### config.mk
export PLATFORM = sky130hd
export DESIGN_NAME = midi_tx_flat
export DESIGN_NICKNAME = d
export VERILOG_FILES = /design/src/rtl/midi_pkg.sv /design/src/rtl/midi_tx_if.sv /design/src/rtl/fifo.sv /design/src/rtl/midi_tx_uart_tx.sv /design/src/rtl/midi_tx.sv /design/src/flat_wrapper.sv
export SDC_FILE = /design/constraint.sdc
export NUM_CORES = 1
export LEC_CHECK = 0
export ABC_AREA = 1
export ABC_CLOCK_PERIOD_IN_PS = 2400
export CAP_MARGIN = 40
export CELL_PAD_IN_SITES_DETAIL_PLACEMENT = 0
export CELL_PAD_IN_SITES_GLOBAL_PLACEMENT = 1
export CORE_MARGIN = 2
export CORE_UTILIZATION = 39
export CTS_CLUSTER_SIZE = 10
export DETAILED_ROUTE_END_ITERATION = 7
export PLACE_DENSITY = 0.78
export RECOVER_POWER = 25
export SETUP_SLACK_MARGIN = 0.5
export SYNTH_ARGS = -nofsm -noshare
export SYNTH_HDL_FRONTEND = slang
export SYNTH_SLANG_ARGS = --single-unit
### constraint.sdc
create_clock -name wb_clk_i -period 2.4 [get_ports wb_clk_i]
set_input_delay 0.6 -clock wb_clk_i [delete_from_list [all_inputs] [get_ports wb_clk_i]]
set_output_delay 0.6 -clock wb_clk_i [all_outputs]
set_load 0.02 [all_outputs]
### src/rtl/midi_pkg.sv
// Shared MIDI definitions: register map, status bit positions, baud rate,
// status-byte class ranges and serializer state encoding. Also used by the
// MIDI receive port.
package midi_pkg;

  // Register offsets relative to BASE_ADDR
  localparam logic [7:0] REG_STATUS = 8'd0;
  localparam logic [7:0] REG_DATA   = 8'd1;

  // Status register bit indices
  localparam int STAT_TX_RDY = 0;
  localparam int STAT_BUSY   = 1;
  localparam int STAT_OVF    = 2;

  // Line rate and nominal bus clock (default divider = 1 MHz / 31250 = 32)
  localparam int MIDI_BAUD  = 31250;
  localparam int SYS_CLK_HZ = 1_000_000;

  // Status-byte class ranges
  localparam logic [7:0] CHAN_STATUS_LO = 8'h80;
  localparam logic [7:0] CHAN_STATUS_HI = 8'hEF;
  localparam logic [7:0] SYS_COMMON_LO  = 8'hF0;
  localparam logic [7:0] REALTIME_LO    = 8'hF8;

  typedef enum logic [1:0] {
    TX_IDLE,
    TX_START,
    TX_DATA,
    TX_STOP
  } tx_state_t;

  function automatic logic is_chan_status(input logic [7:0] b);
    return (b >= CHAN_STATUS_LO) && (b <= CHAN_STATUS_HI);
  endfunction

  // System common / sysex bytes 0xF0..0xF7
  function automatic logic is_sys_common(input logic [7:0] b);
    return (b >= SYS_COMMON_LO) && (b < REALTIME_LO);
  endfunction

endpackage

### src/rtl/midi_tx_if.sv
// 8-bit Wishbone slave bundle for the MIDI transmitter.
interface midi_tx_if;
  logic [7:0] wb_addr_i;
  logic [7:0] wb_dat_i;
  logic [7:0] wb_dat_o;
  logic       wb_stb_i;
  logic       wb_we_i;
  logic       wb_ack_o;

  modport master (
    output wb_addr_i, wb_dat_i, wb_stb_i, wb_we_i,
    input  wb_dat_o, wb_ack_o
  );

  modport slave (
    input  wb_addr_i, wb_dat_i, wb_stb_i, wb_we_i,
    output wb_dat_o, wb_ack_o
  );
endinterface

### src/rtl/fifo.sv
// Generic first-word-fall-through FIFO with active-high async reset.
// A write into a full FIFO is refused even if a read happens in the same cycle.
module fifo #(
  parameter int DW = 8,
  parameter int AW = 4
) (
  input  logic          clk,
  input  logic          rst,
  input  logic          rd,
  input  logic          wr,
  input  logic [DW-1:0] data_i,
  output logic [DW-1:0] data_o,
  output logic          empty_n,
  output logic          full_n
);
  localparam logic [AW:0] DEPTH = (AW+1)'(2 ** AW);

  logic [DW-1:0] mem [2**AW];
  logic [AW-1:0] wr_ptr_reg, rd_ptr_reg;
  logic [AW:0]   count_reg;
  logic          wr_ok, rd_ok;

  assign empty_n = (count_reg != '0);
  assign full_n  = (count_reg != DEPTH);
  assign wr_ok   = wr & full_n;
  assign rd_ok   = rd & empty_n;
  assign data_o  = mem[rd_ptr_reg];

  // Storage write port
  always_ff @(posedge clk) begin
    if (wr_ok) mem[wr_ptr_reg] <= data_i;
  end

  // Pointers and occupancy; simultaneous push and pop leave the count unchanged
  always_ff @(posedge clk or posedge rst) begin
    if (rst) begin
      wr_ptr_reg <= '0;
      rd_ptr_reg <= '0;
      count_reg  <= '0;
    end else begin
      if (wr_ok) wr_ptr_reg <= wr_ptr_reg + 1'b1;
      if (rd_ok) rd_ptr_reg <= rd_ptr_reg + 1'b1;
      if (wr_ok && !rd_ok)      count_reg <= count_reg + 1'b1;
      else if (rd_ok && !wr_ok) count_reg <= count_reg - 1'b1;
    end
  end
endmodule

### src/rtl/midi_tx_uart_tx.sv
// 8N1 UART serializer: baud divider, frame FSM and shift register with a
// byte/valid/ready handshake. The line output is registered, so it trails
// the FSM state by one cycle; every bit still lasts exactly BAUD_DIV cycles.
module uart_tx
  import midi_pkg::*;
#(
  parameter int BAUD_DIV = 32
) (
  input  logic       clk,
  input  logic       rst_n,
  input  logic [7:0] tx_byte,
  input  logic       tx_valid,
  output logic       tx_ready,
  output logic       busy,
  output logic       line
);
  localparam logic [15:0] BIT_LAST = 16'(BAUD_DIV - 1);

  tx_state_t   state_reg, state_next;
  logic [15:0] bit_cnt_reg;
  logic [2:0]  idx_reg;
  logic [7:0]  shift_reg;
  logic        bit_end, accept, line_next;

  assign bit_end = (bit_cnt_reg == BIT_LAST);
  assign accept  = tx_ready & tx_valid;

  // State register plus divider, data index and shift register
  always_ff @(posedge clk or negedge rst_n) begin
    if (!rst_n) begin
      state_reg   <= TX_IDLE;
      bit_cnt_reg <= '0;
      idx_reg     <= '0;
      shift_reg   <= '0;
    end else begin
      state_reg <= state_next;
      if (accept) begin
        shift_reg   <= tx_byte;
        idx_reg     <= '0;
        bit_cnt_reg <= '0;
      end else if (state_reg != TX_IDLE) begin
        bit_cnt_reg <= bit_end ? 16'd0 : bit_cnt_reg + 16'd1;
        if (state_reg == TX_DATA && bit_end) begin
          shift_reg <= {1'b0, shift_reg[7:1]};
          idx_reg   <= idx_reg + 3'd1;
        end
      end
    end
  end

  // Next-state logic; STOP chains straight into START when a byte is waiting
  always_comb begin
    state_next = state_reg;
    case (state_reg)
      TX_IDLE:  if (tx_valid) state_next = TX_START;
      TX_START: if (bit_end) state_next = TX_DATA;
      TX_DATA:  if (bit_end && idx_reg == 3'd7) state_next = TX_STOP;
      TX_STOP:  if (bit_end) state_next = tx_valid ? TX_START : TX_IDLE;
      default:  state_next = TX_IDLE;
    endcase
  end

  // Output decode: handshake, busy flag and the line level for this state
  always_comb begin
    tx_ready  = (state_reg == TX_IDLE) || (state_reg == TX_STOP && bit_end);
    busy      = (state_reg != TX_IDLE);
    line_next = 1'b1;
    case (state_reg)
      TX_START: line_next = 1'b0;
      TX_DATA:  line_next = shift_reg[0];
      default:  line_next = 1'b1;
    endcase
  end

  // Registered line driver; reset forces the line idle-high immediately
  always_ff @(posedge clk or negedge rst_n) begin
    if (!rst_n) line <= 1'b1;
    else        line <= line_next;
  end
endmodule

### src/rtl/midi_tx.sv
// Wishbone-mapped MIDI OUT transmitter: register file, transmit FIFO,
// optional running-status filter and the UART serializer.
// Optional feature macro: MIDI_TX_RUNNING_STATUS_EN (drop repeated channel
// status bytes that match the last transmitted one).
module midi_tx
  import midi_pkg::*;
#(
  parameter logic [7:0] BASE_ADDR = 8'h00,
  parameter int         BAUD_DIV  = SYS_CLK_HZ / MIDI_BAUD,
  parameter int         FIFO_AW   = 4
) (
  input  logic     wb_clk_i,
  input  logic     wb_rst_n_i,
  midi_tx_if.slave bus,
  output logic     midi_out
);
  localparam logic [7:0] STATUS_ADDR = BASE_ADDR + REG_STATUS;
  localparam logic [7:0] DATA_ADDR   = BASE_ADDR + REG_DATA;

  logic       ack_reg, ovf_reg;
  logic [7:0] dat_o_reg, status_word, fifo_q;
  logic       access, push, status_rd;
  logic       fifo_rst, fifo_rd, fifo_empty_n, fifo_full_n;
  logic       drop, uart_valid, uart_ready, uart_busy;

  assign bus.wb_ack_o = ack_reg;
  assign bus.wb_dat_o = dat_o_reg;

  // An access is taken on the edge that raises ack
  assign access    = bus.wb_stb_i & ~ack_reg;
  assign push      = access & bus.wb_we_i & (bus.wb_addr_i == DATA_ADDR);
  assign status_rd = access & ~bus.wb_we_i & (bus.wb_addr_i == STATUS_ADDR);

  // Assemble the status word from the live flags
  always_comb begin
    status_word              = 8'h00;
    status_word[STAT_TX_RDY] = fifo_full_n;
    status_word[STAT_BUSY]   = fifo_empty_n | uart_busy;
    status_word[STAT_OVF]    = ovf_reg;
  end

  // Bus ack/read data and the sticky overflow flag
  always_ff @(posedge wb_clk_i or negedge wb_rst_n_i) begin
    if (!wb_rst_n_i) begin
      ack_reg   <= 1'b0;
      dat_o_reg <= 8'h00;
      ovf_reg   <= 1'b0;
    end else begin
      ack_reg   <= bus.wb_stb_i & ~ack_reg;
      dat_o_reg <= status_rd ? status_word : 8'h00;
      if (status_rd)                ovf_reg <= 1'b0;
      else if (push && !fifo_full_n) ovf_reg <= 1'b1;
    end
  end

  assign fifo_rst = ~wb_rst_n_i;

  fifo #(
    .DW(8),
    .AW(FIFO_AW)
  ) u_fifo (
    .clk    (wb_clk_i),
    .rst    (fifo_rst),
    .rd     (fifo_rd),
    .wr     (push),
    .data_i (bus.wb_dat_i),
    .data_o (fifo_q),
    .empty_n(fifo_empty_n),
    .full_n (fifo_full_n)
  );

  // The head byte leaves the FIFO whenever the serializer can take a byte;
  // a filtered byte is popped without starting a frame.
  assign fifo_rd    = fifo_empty_n & uart_ready;
  assign uart_valid = fifo_empty_n & ~drop;

`ifdef MIDI_TX_RUNNING_STATUS_EN
  logic [7:0] rs_reg;

  // A value of 0 never matches a channel status byte, so it means "none"
  assign drop = is_chan_status(fifo_q) && (fifo_q == rs_reg);

  // Track the last transmitted channel status; sys common/sysex forgets it
  always_ff @(posedge wb_clk_i or negedge wb_rst_n_i) begin
    if (!wb_rst_n_i) begin
      rs_reg <= 8'h00;
    end else if (fifo_rd && !drop) begin
      if (is_chan_status(fifo_q))     rs_reg <= fifo_q;
      else if (is_sys_common(fifo_q)) rs_reg <= 8'h00;
    end
  end
`else
  assign drop = 1'b0;
`endif

  uart_tx #(
    .BAUD_DIV(BAUD_DIV)
  ) u_uart (
    .clk     (wb_clk_i),
    .rst_n   (wb_rst_n_i),
    .tx_byte (fifo_q),
    .tx_valid(uart_valid),
    .tx_ready(uart_ready),
    .busy    (uart_busy),
    .line    (midi_out)
  );
endmodule

### src/flat_wrapper.sv
// flat-port wrapper written by rule: the top's interface ports become plain ports
module midi_tx_flat import midi_pkg::*;
#(
  parameter logic [7:0] BASE_ADDR = 8'h00,
  parameter int         BAUD_DIV  = SYS_CLK_HZ / MIDI_BAUD,
  parameter int         FIFO_AW   = 4
)
  (wb_clk_i, wb_rst_n_i, midi_out, bus_wb_addr_i, bus_wb_dat_i, bus_wb_stb_i, bus_wb_we_i, bus_wb_dat_o, bus_wb_ack_o);
  midi_tx_if bus_i ();
  input  logic wb_clk_i;
  input  logic wb_rst_n_i;
  output logic midi_out;
  input wire logic [$bits(bus_i.wb_addr_i)-1:0] bus_wb_addr_i;
  input wire logic [$bits(bus_i.wb_dat_i)-1:0] bus_wb_dat_i;
  input wire logic [$bits(bus_i.wb_stb_i)-1:0] bus_wb_stb_i;
  input wire logic [$bits(bus_i.wb_we_i)-1:0] bus_wb_we_i;
  output wire logic [$bits(bus_i.wb_dat_o)-1:0] bus_wb_dat_o;
  output wire logic [$bits(bus_i.wb_ack_o)-1:0] bus_wb_ack_o;
  assign bus_i.wb_addr_i = bus_wb_addr_i;
  assign bus_i.wb_dat_i = bus_wb_dat_i;
  assign bus_i.wb_stb_i = bus_wb_stb_i;
  assign bus_i.wb_we_i = bus_wb_we_i;
  assign bus_wb_dat_o = bus_i.wb_dat_o;
  assign bus_wb_ack_o = bus_i.wb_ack_o;
  midi_tx #(.BASE_ADDR(BASE_ADDR), .BAUD_DIV(BAUD_DIV), .FIFO_AW(FIFO_AW)) u_core (.wb_clk_i(wb_clk_i), .wb_rst_n_i(wb_rst_n_i), .bus(bus_i), .midi_out(midi_out));
endmodule
After elaboration in Yosys (flattened, before gate mapping)
Memory sizes are Yosys's and may differ from the RTL's.
Index checks and enable logic that the tools add are counted.
{"block": "word_totals", "register_bits": 53, "ram_bits": 128, "input_bits": 20, "output_inout_bits": 10, "elab_cells": 83, "n_memories": 1}
{"block": "classes", "n_addsub": 6, "n_eq_ne": 11, "muxes": 23, "bitwise": 11, "n_reduce_logical": 20}
{"name": "u_core.u_fifo.mem", "depth": 16, "word_bits": 8, "rd": 1, "rd_ports_with_merged_regs": 0, "write_ports": 1, "line_no": "fifo.sv:18", "text": "logic [DW-1:0] mem [2**AW];"}
{"op": "16-bit two-way mux", "count": 3}
{"op": "8-bit two-way mux", "count": 3}
{"op": "16-bit by 1-bit adder with 16-bit output, second input constant", "count": 1}
{"op": "16-bit by 5-bit equality test with 1-bit output, second input constant", "count": 1}
{"op": "3-bit two-way mux", "count": 4}
{"op": "5-bit two-way mux", "count": 2}
{"op": "2-bit nonzero test", "count": 5}
{"op": "4-bit by 1-bit adder with 4-bit output, second input constant", "count": 2}
{"op": "1-bit bitwise AND", "count": 8}
{"op": "8-bit by 1-bit equality test with 1-bit output, second input constant", "count": 1}
{"op": "8-bit logical NOT", "count": 1}
{"op": "2-bit two-way mux", "count": 4}
{"op": "2-bit case mux with 4 select lines", "count": 1}
{"op": "1-bit logical AND", "count": 6}
{"op": "5-bit by 1-bit adder with 5-bit output, second input constant", "count": 1}
{"op": "1-bit two-way mux", "count": 5}
{"op": "5-bit inequality test, second input constant", "count": 1}
{"op": "5-bit nonzero test", "count": 1}
{"op": "5-bit by 1-bit subtractor with 5-bit output, second input constant", "count": 1}
{"op": "2-bit equality test, second input constant", "count": 2}
{"op": "2-bit by 1-bit inequality test with 1-bit output, second input constant", "count": 2}
{"op": "2-bit inequality test, second input constant", "count": 2}
{"op": "4-bit AND reduction", "count": 1}
{"op": "3-bit by 1-bit adder with 3-bit output, second input constant", "count": 1}
{"op": "other kinds (9)", "count": 12}

Longest topological paths before layout
Gate-level depths: netlist of run 1.
{"block": "logic_depth", "depth_word": 9, "mapped_depth": 18, "mapped_depth_nobuf": 17}

Modules after synthesis
A second synthesis of run 1 with hierarchy kept.
{"block": "unflattened", "hier_cells": 910, "area_unflattened_um2": 8376.8}
{"module": "fifo", "instances": 1, "cells_per_inst": 619, "area_per_inst_um2": 6214.7, "seq_area_each_um2": 4169.0}
{"module": "uart_tx", "instances": 1, "cells_per_inst": 250, "area_per_inst_um2": 1861.8, "seq_area_each_um2": 752.0}
{"module": "midi_tx", "instances": 1, "cells_per_inst": 41, "area_per_inst_um2": 300.3, "seq_area_each_um2": 125.1}

Worst setup path after synthesis of run 1
Ideal clock, no wire load.
{"block": "synth_timing", "kind": "register -> register", "startpoint": "reg u_core.u_uart.state_reg[0]", "endpoint": "reg u_core.u_fifo.count_reg[4]", "setup_time_ns": 0.083, "t_arrival_ns": 2.381, "t_required_ns": 2.317, "setup_slack_ns": -0.063, "path_stages_with_launch": 16, "n_path_buf": 1, "period_less_slack_ns": 2.463, "path_cell_list": "dfrtp_1 > inv_1 > ha_1 > o21ai_1 > inv_2 > nand2_4 > buf_6 > ha_1 > inv_1 > fa_1 > nand2_1 > nand2_1 > a21oi_1 > xor2_1 > nand2_1 > o21ai_0"}
{"block": "synth_via", "elab_chain_cells": 8, "word_cells_on_any_way": 11, "classes_between": "1 x eq/ne; 1 x mux; 2 x bitwise; 7 x reduce/logical"}
{"item": "start: declaration", "line_no": "midi_tx_uart_tx.sv:19", "text": "tx_state_t state_reg, state_next;"}
{"item": "start signal: assignment", "line_no": "midi_tx_uart_tx.sv:36", "text": "state_reg <= state_next;"}
{"item": "2-bit equality test", "line_no": "midi_tx_uart_tx.sv:65", "text": "tx_ready = (state_reg == TX_IDLE) || (state_reg == TX_STOP && bit_end);"}
{"item": "1-bit logical AND", "line_no": "midi_tx_uart_tx.sv:65"}
{"item": "1-bit logical OR *", "line_no": "midi_tx_uart_tx.sv:65"}
{"item": "1-bit bitwise AND *", "line_no": "midi_tx.sv:74", "text": "assign fifo_rd = fifo_empty_n & uart_ready;"}
{"item": "1-bit bitwise AND *", "line_no": "fifo.sv:26", "text": "assign rd_ok = rd & empty_n;"}
{"item": "1-bit logical NOT", "line_no": "fifo.sv:43", "text": "if (wr_ok && !rd_ok) count_reg <= count_reg + 1'b1;"}
{"item": "1-bit logical AND", "line_no": "fifo.sv:43"}
{"item": "5-bit two-way mux / 2-bit nonzero test (equally long branches)"}
{"item": "end signal: assignment", "line_no": "fifo.sv:43"}
{"item": "end signal: assignment", "line_no": "fifo.sv:44", "text": "else if (rd_ok && !wr_ok) count_reg <= count_reg - 1'b1;"}
{"item": "end: declaration", "line_no": "fifo.sv:20", "text": "logic [AW:0] count_reg;"}
Mark *: on every way between the ends. The rest lies on a longest branch, timed or not.
A chain may end at the register's enable or synchronous reset.

Final worst setup path of run 1
{"block": "layout_timing", "startpoint": "in bus_wb_addr_i[3]", "endpoint": "reg u_core.u_fifo.count_reg[3]"}
{"block": "layout_via", "elab_chain_cells": 6, "word_cells_on_any_way": 8, "classes_between": "1 x eq/ne; 1 x mux; 2 x bitwise; 4 x reduce/logical"}
{"item": "start: declaration", "line_no": "flat_wrapper.sv:13", "text": "input wire logic [$bits(bus_i.wb_addr_i)-1:0] bus_wb_addr_i;"}
{"item": "8-bit by 1-bit equality test with 1-bit output *", "line_no": "midi_tx.sv:31", "text": "assign push = access & bus.wb_we_i & (bus.wb_addr_i == DATA_ADDR);"}
{"item": "1-bit bitwise AND *", "line_no": "midi_tx.sv:31"}
{"item": "1-bit bitwise AND *", "line_no": "fifo.sv:25", "text": "assign wr_ok = wr & full_n;"}
{"item": "named net u_core.u_fifo.wr_ok", "line_no": "fifo.sv:21", "text": "logic wr_ok, rd_ok;"}
{"item": "1-bit logical NOT", "line_no": "fifo.sv:44"}
{"item": "1-bit logical AND", "line_no": "fifo.sv:44"}
{"item": "2-bit nonzero test (no line)"}
Mark *: on every way through the listed nets, which the timed path passes. The rest lies on a longest branch.

==> results of run 1 <==
==> worst max-delay path, stage by stage <==
cell	delay, ns
dlygate4sd2_1	0.26
nor2_2	0.16
nand3_2	0.10
nor2_4	0.10
nand3_2	0.11
nor2_4	0.15
ha_4	0.17
clkinv_4	0.06
buf_12	0.12
ha_4	0.27
buf_4	0.12
o21ai_4	0.05
nand3_1	0.09
nand2_1	0.06
o22a_1	0.15
==> placed cells by master (no fill, tap or decap), types with 3 or more instances in the layout <==
| cell | netlist | final |
|---|---|---|
| clkdlybuf4s15_1 | 0 | 3 |
| ha_4 | 0 | 5 |
| clkbuf_16 | 0 | 17 |
| nand2_8 | 1 | 3 |
| xor2_1 | 12 | 12 |
| nor2_1 | 116 | 100 |
| buf_4 | 5 | 47 |
| clkinv_1 | 4 | 4 |
| a21oi_1 | 11 | 9 |
| nand3_1 | 76 | 74 |
| o211ai_1 | 8 | 8 |
| nor2_4 | 4 | 21 |
| clkbuf_1 | 6 | 7 |
| inv_2 | 7 | 9 |
| conb_1 | 1 | 5 |
| nor3_1 | 10 | 8 |
| buf_12 | 0 | 8 |
| dlygate4sd3_1 | 0 | 3 |
| nand2_4 | 2 | 6 |
| o21ai_1 | 9 | 9 |
| dfrtp_2 | 0 | 3 |
| nand4_1 | 9 | 9 |
| buf_6 | 2 | 3 |
| dfrtp_1 | 47 | 44 |
| nand2_2 | 4 | 6 |
| inv_8 | 0 | 6 |
| ha_1 | 17 | 11 |
| edfxtp_1 | 128 | 128 |
| o21ai_0 | 33 | 30 |
| clkdlybuf4s50_1 | 0 | 7 |
| dlygate4sd2_1 | 0 | 9 |
| nand2_1 | 194 | 186 |
| inv_1 | 51 | 47 |
==> through the flow <==
step                hold WS, ns  setup TNS (ns)
CTS                      0.0346               0
global placement          0.466          -53.05
finish                    0.149               0
global route              0.213               0
floorplan                 0.304               0
detailed placement        0.471          -62.59
==> path summary, 6_finish.rpt <==
check,start,end,depth (start not counted),slack (ns)
setup / recovery,bus_wb_addr_i[3],u_core.u_fifo.count_reg[3],15,0.14
hold / removal,wb_rst_n_i,u_core.u_fifo.rd_ptr_reg[1],1,0.15
setup reg to reg,u_core.u_uart.bit_cnt_reg[0],u_core.u_fifo.count_reg[3],17,0.16
hold reg to reg,u_core.u_uart.shift_reg[0],u_core.u_uart.shift_reg[0],2,0.48
max in group asynchronous,wb_rst_n_i,u_core.u_fifo.count_reg[3],2,0.50
min in group wb_clk_i,u_core.u_uart.shift_reg[0],u_core.u_uart.shift_reg[0],2,0.48
==> where the power goes <==
group / internal (mW) / leakage, nW / total, mW / switching [mW]
registers: 3.33 / 1.75 / 3.39 / 0.0558
logic: 0.274 / 2.03 / 0.759 / 0.485
clock network: 1.38 / 0.278 / 2.71 / 1.32
total: 4.99 / 4.06 / 6.86 / 1.86
==> per-layer routing <==
layer	vias to the layer above	track usage (%)	part of all wire, %
met1	2789	23.2	45
met3	34	3.58	4.2
met4	0	6.49	2.3
met5	-	0	0
li1	2828	-	-
met2	139	30.0	48
==> cells by family after synthesis <==
kind of cell               after synthesis  synth area share, %
DFF                                    176                 62.6
and+or+nand+nor                        427                 23.1
xor gates and xnor gates                14                 1.52
adders and majority gates               18                 2.89
buffers and inverters                   95                 5.09
AOI/OAI and AO/OA                       69                 4.81
other                                    1               0.0465
==> repair_timing <==
item | 4_1_cts | 5_1_grt
gates resized for setup | 41 | 22
setup buffers | 17 | 9
pin swaps | 23 | 17
hold endpoints to repair | 0 | 0
setup endpoints to repair | 160 | 155
==> layout make-up <==
class / instances / share of cell area, %
repair buffers: 88 / 8.03
multi-input cells: 533 / 29.5
well taps: 270 / 3.40
clock buffers: 18 / 4.32
flip-flops and latches: 176 / 50.8
inverters: 62 / 2.52
clock inverters: 14 / 1.43
==> metrics.txt, run 1 <==
endpoint class of the critical path=flip-flop; total grt overflow=0; HPWL after detailed placement=between 10000 and 15000 um; number of distinct library cells after synthesis=44; pre-CTS setup slack=-0.681 ns; WL final=19000 um; actual slew at the worst max-slew pin=1.36 ns; worst IR drop on VDD=0.000423 V; antenna violations before repair=0; Vias=5790; maximum capacitance violations=0; Worst setup SP type=primary input; antenna-violating nets left=0; count of buffers inserted at the top-level ports=24; multi-input combinational cell area=2940 um2; clock-pin transition on the worst setup and hold timing paths=0.07 ns; pin count of the biggest net entering global routing=75; critical path arrival=2.58 ns; final instance count without filler cells=1161; unrepaired setup endpoints after global routing=true; sequential fraction of the synthesis area=62.6%; final worst path period need=roughly 2.3 ns; root buffer cell=clkbuf_16; Critical Setup Path Class=primary input to flip-flop; pwr/cell area=689 nW/um2; post-synth top area share=47.7%; sequential cell area=5050 um2; area overhead of the layout relative to synthesis=23.3%; total CTS buffers=17; required time of the worst setup path=2.72 ns; number of failing hold endpoints at the final stage=0; Global Route Usage Sum=between 15 and 20%; CTS tree=built; smallest setup slack after layout=~0.14 ns; Core Box Area=between 20000 and 25000 um2; number of nets in the finished design=916; via count of the first global-routing pass=5864; post-synth design cell area=between 8000 and 9000 um2; Hold Crit Class=primary input to async pin; outcome=finished, final reports clean; floorplan die area=21800 um2; DRC errors left=0; Post-Syn Instances=800; number of max-slew violations in the final report=0; part of the cycle the worst path needs=94.1%; dominant cell by count in the synthesized netlist=nand2_1; hold-fix buffers at CTS=0; Num Clock Sinks=176; Clk Latency, worst-skew pair=0.44 ns; flop and latch count out of synthesis=176; count of inserted antenna diode cells=0; max reg flops=128; number of flops mapped to enable cells by yosys=128; iteration count of the initial detailed-routing pass=5; initial DRC count=401; first-pass GRT wire length=30300 um; number of filler cells placed in the layout=roughly 1800; average wire per standard cell=~16 um; Die X=148 um; setup-violating endpoint count in the final report=0; Starting Density=between 30 and 40%; fraction of final layout cells with drive strength greater than 1=18.5%; placed inst area=9010 um2; Syn. warnings=0; top cells by area in the synthesized netlist=edfxtp_1 (48%), dfrtp_1 (15%), nand2_1 (9.0%); fin area=roughly 10000 um2; largest fanout of any net on the critical path=3; site row count=52; instance count after placement with tap cells included=1103; mean area per synthesized cell=10.1 um2; maximum root-to-sink buffer count=2; commonest cells in the netlist=nand2_1 (194), edfxtp_1 (128), nor2_1 (116), nand3_1 (76), inv_1 (51); top cell type by total area after synthesis=edfxtp_1; main flop type after synthesis=edfxtp_1; I/O pin cnt=30; average vias per placed instance=4.99; Static Leakage=4.06 nW; clock skew after layout=around 0.011 ns; maximum level of the CTS H-tree=4; remaining max-slew budget at the tightest pin=9.06%; post-layout utilization of the core=between 40% and 50%; Max Clock Freq=between 400 and 500 MHz; overall power of the completed layout=6.86 mW; Vert. Die Dim=148 um; Final Wtd Congestion=0.804; share of flip-flops with an asynchronous set or reset=27.3%
(Power assumes the default switching activity.)
==> inputs of run 2 (changes only) <==
--- a/config.mk
+++ b/config.mk
@@ -11,10 +11,12 @@
 export CELL_PAD_IN_SITES_DETAIL_PLACEMENT = 0
 export CELL_PAD_IN_SITES_GLOBAL_PLACEMENT = 1
 export CORE_MARGIN = 2
-export CORE_UTILIZATION = 39
+export CORE_UTILIZATION = 38
 export CTS_CLUSTER_SIZE = 10
 export DETAILED_ROUTE_END_ITERATION = 7
-export PLACE_DENSITY = 0.78
+export GPL_ROUTABILITY_DRIVEN = 0
+export GPL_TIMING_DRIVEN = 0
+export PLACE_DENSITY = 0.76
 export RECOVER_POWER = 25
 export SETUP_SLACK_MARGIN = 0.5
 export SYNTH_ARGS = -nofsm -noshare
==> run 2 against run 1 <==
Compared with the run above:
- final cell count up 2.2%
- sequential power hardly changed
- largest cell class unchanged
- largest power group unchanged
- flip-flop and latch count is the same
- register-to-register slack lost 0.10 ns
- worst setup slack worse by 0.082 ns
==> metrics.txt, run 2 (synthesis results as in run 1) <==
site row count=53 (was 52); unrepaired setup endpoints after global routing=true (unchanged); outcome=finished, final reports clean (unchanged); number of nets in the finished design=936 (was 916); net switching power=1.89 mW (was 1.86 mW); Max Clock Freq=427 MHz (was 443 MHz); Worst setup SP type=flip-flop (was primary input); DRC errors left=0 (unchanged); Starting Density=38.5% (was 39.9%); clock skew after layout=0.0169 ns (was 0.0106 ns); average wire per standard cell=16.6 um (was 16.3 um); hold-fix buffers at CTS=0 (unchanged); total grt overflow=0 (unchanged); pin count of the biggest net entering global routing=32 (was 75); instance count after placement with tap cells included=1105 (was 1103); Critical Setup Path Class=flip-flop to flip-flop (was primary input to flip-flop); maximum level of the CTS H-tree=4 (unchanged); WL final=19700 um (was 19000 um); iteration count of the initial detailed-routing pass=5 (unchanged); setup-violating endpoint count in the final report=0 (unchanged); remaining max-slew budget at the tightest pin=32.6% (was 9.06%); area overhead of the layout relative to synthesis=27.0% (was 23.3%); Vert. Die Dim=150 um (was 148 um); Hold Crit Class=primary input to async pin (unchanged); highest cell delay on the worst timing path=0.37 ns (was 0.27 ns); internal power consumption=5.00 mW (was 4.99 mW); commonest non-fill, non-tap cells in the layout=nand2_1 (187), edfxtp_1 (128), nor2_1 (100) (was nand2_1 (186), edfxtp_1 (128), nor2_1 (100)); placed inst area=8860 um2 (was 9010 um2); clock network power share=40.0% (was 39.5%); required time of the worst setup path=2.77 ns (was 2.72 ns); floorplan die area=22400 um2 (was 21800 um2); Vias=5899 (was 5790); initial DRC count=368 (was 401); CTS tree=built (unchanged); fraction of final layout cells with drive strength greater than 1=21.5% (was 18.5%); part of the cycle the worst path needs=97.5% (was 94.1%); average vias per placed instance=4.97 (was 4.99); actual slew at the worst max-slew pin=1.01 ns (was 1.36 ns); Num Clock Sinks=176 (unchanged); slowest cell on the critical path=dfrtp_1 (was ha_4); maximum capacitance violations=0 (unchanged); switching power share of the total=27.4% (was 27.2%); critical path arrival=2.71 ns (was 2.58 ns); count of buffers inserted at the top-level ports=24 (unchanged); max reg flops=128 (unchanged); endpoint class of the critical path=flip-flop (unchanged); worst IR drop on VDD=0.000497 V (was 0.000423 V); clock-pin transition on the worst setup and hold timing paths=0.07 ns (about the same); first-pass GRT wire length=30900 um (was 30300 um); total CTS buffers=17 (unchanged); fin area=10200 um2 (was 9940 um2); pre-CTS setup slack=-0.935 ns (was -0.681 ns); Global Route Usage Sum=18.4% (was 17.9%); pwr/cell area=672 nW/um2 (was 689 nW/um2); critical-path cell list=ha_2 -> nand2_2 -> inv_2 -> nand2_4 -> nor2_4 -> nand2_4 -> nand2_8 -> nand2_8 -> buf_8 -> ha_4 -> inv_6 -> buf_6 -> ha_4 -> nand2_2 -> inv_2 -> o21ai_2 -> nand3_1 -> nand2_1 -> o22a_1 (was dlygate4sd2_1 -> nor2_2 -> nand3_2 -> nor2_4 -> nand3_2 -> nor2_4 -> ha_4 -> clkinv_4 -> buf_12 -> ha_4 -> buf_4 -> o21ai_4 -> nand3_1 -> nand2_1 -> o22a_1); worst hold margin=0.318 ns (was 0.149 ns); count of inserted antenna diode cells=0 (unchanged); Die X=150 um (was 148 um); final worst path period need=2.34 ns (was 2.26 ns); number of failing hold endpoints at the final stage=0 (unchanged); Static Leakage=4.12 nW (was 4.06 nW); depth of the worst register-to-register path=19 (was 17); Core Box Area=21000 um2 (was 20200 um2); most frequent standard cell in the layout excluding fill and tap cells=nand2_1 (unchanged); Clk Latency, worst-skew pair=0.44 ns (about the same); maximum root-to-sink buffer count=2 (unchanged); number of max-slew violations in the final report=0 (unchanged); power share of the combinational group=10.7% (was 11.1%); via count of the first global-routing pass=5692 (was 5864); I/O pin cnt=30 (unchanged); sequential cell fraction of total power=49.3% (was 49.4%); HPWL after detailed placement=12600 um (was 11700 um); antenna-violating nets left=0 (unchanged); antenna violations before repair=0 (unchanged); largest fanout of any net on the critical path=4 (was 3); smallest setup slack after layout=0.0598 ns (was 0.142 ns); root buffer cell=clkbuf_16 (unchanged); final instance count without filler cells=1186 (was 1161)
-- run 2: cell count changes in the layout (fill, tap and decap cells not counted), sizes merged --
cell           change
buf               +11
clkbuf            +10
clkinv             -3
dlygate4sd2        -3
clkdlybuf4s15      +2
inv                +2
clkinvlp           +1
-- run 2: final timing paths --
kind	startpoint	endpoint	slack, ns
hold reg to reg	u_core.u_uart.idx_reg[2]	u_core.u_uart.idx_reg[2]	0.49
min in group wb_clk_i	u_core.u_uart.idx_reg[2]	u_core.u_uart.idx_reg[2]	0.49
hold / removal	wb_rst_n_i	u_core.u_uart.idx_reg[1]	0.32
setup reg to reg	u_core.u_uart.bit_cnt_reg[0]	u_core.u_fifo.count_reg[3]	0.06
max in group asynchronous	wb_rst_n_i	u_core.u_fifo.count_reg[2]	0.71
setup / recovery	u_core.u_uart.bit_cnt_reg[0]	u_core.u_fifo.count_reg[3]	0.06
-- run 2: final cells by class --
| class | instances | area, um2 |
|---|---|---|
| timing repair buffer | 75 | 816 |
| tap | 275 | 344 |
| multi-input combinational | 533 | 2980 |
| clock buffer | 18 | 429 |
| clock inverter | 14 | 159 |
| sequential | 176 | 5050 |
| inverter | 62 | 260 |
| fill | 1920 | 10700 |
| buffer | 33 | 206 |
-- run 2: routing by layer --
metal | vias to the layer above | GRT usage (%) | routed length, um
met3 | 23 | 3.48 | 862
met2 | 130 | 31.2 | 9910
met4 | 0 | 5.28 | 295
li1 | 2869 | - | -
met1 | 2877 | 24.1 | 8590
met5 | - | 0 | 0
-- run 2: per-stage QoR --
stage	total power, mW	utilization, %	setup TNS (ns)
after floorplan	3.88	-	0
after detailed placement	4.14	42.3	-88.71
after CTS	6.90	47.8	0
final	6.88	48.9	0
after global placement	4.13	42.2	-126.72
after global routing	7.14	48.9	-0.177
-- run 2: critical path: cells and delay by family, from the launching register on --
| family | cells | cell delay (ns) |
|---|---|---|
| simple gates | 9 | 0.70 |
| fa+ha+maj | 3 | 0.53 |
| buf+inv | 5 | 0.41 |
| flops | 1 | 0.37 |
| compound gates | 2 | 0.27 |
-- run 2: power groups by stage --
| stage | logic, mW | clock network [mW] | registers, mW |
|---|---|---|---|
| 2_1_floorplan | 0.430 | 0 | 3.45 |
| 3_3_place_gp | 0.671 | 0 | 3.45 |
| 3_5_place_dp | 0.687 | 0 | 3.46 |
| 4_1_cts | 0.715 | 2.79 | 3.39 |
| 5_1_grt | 0.831 | 2.91 | 3.40 |
| 6_report | 0.736 | 2.75 | 3.40 |
-- run 2: what timing repair did --
item	4_1_cts	5_1_grt
setup endpoints to repair	157	145
endpoints found under the hold margin	0	0
pin swaps	33	35
setup buffers	37	12
resized for setup	45	59
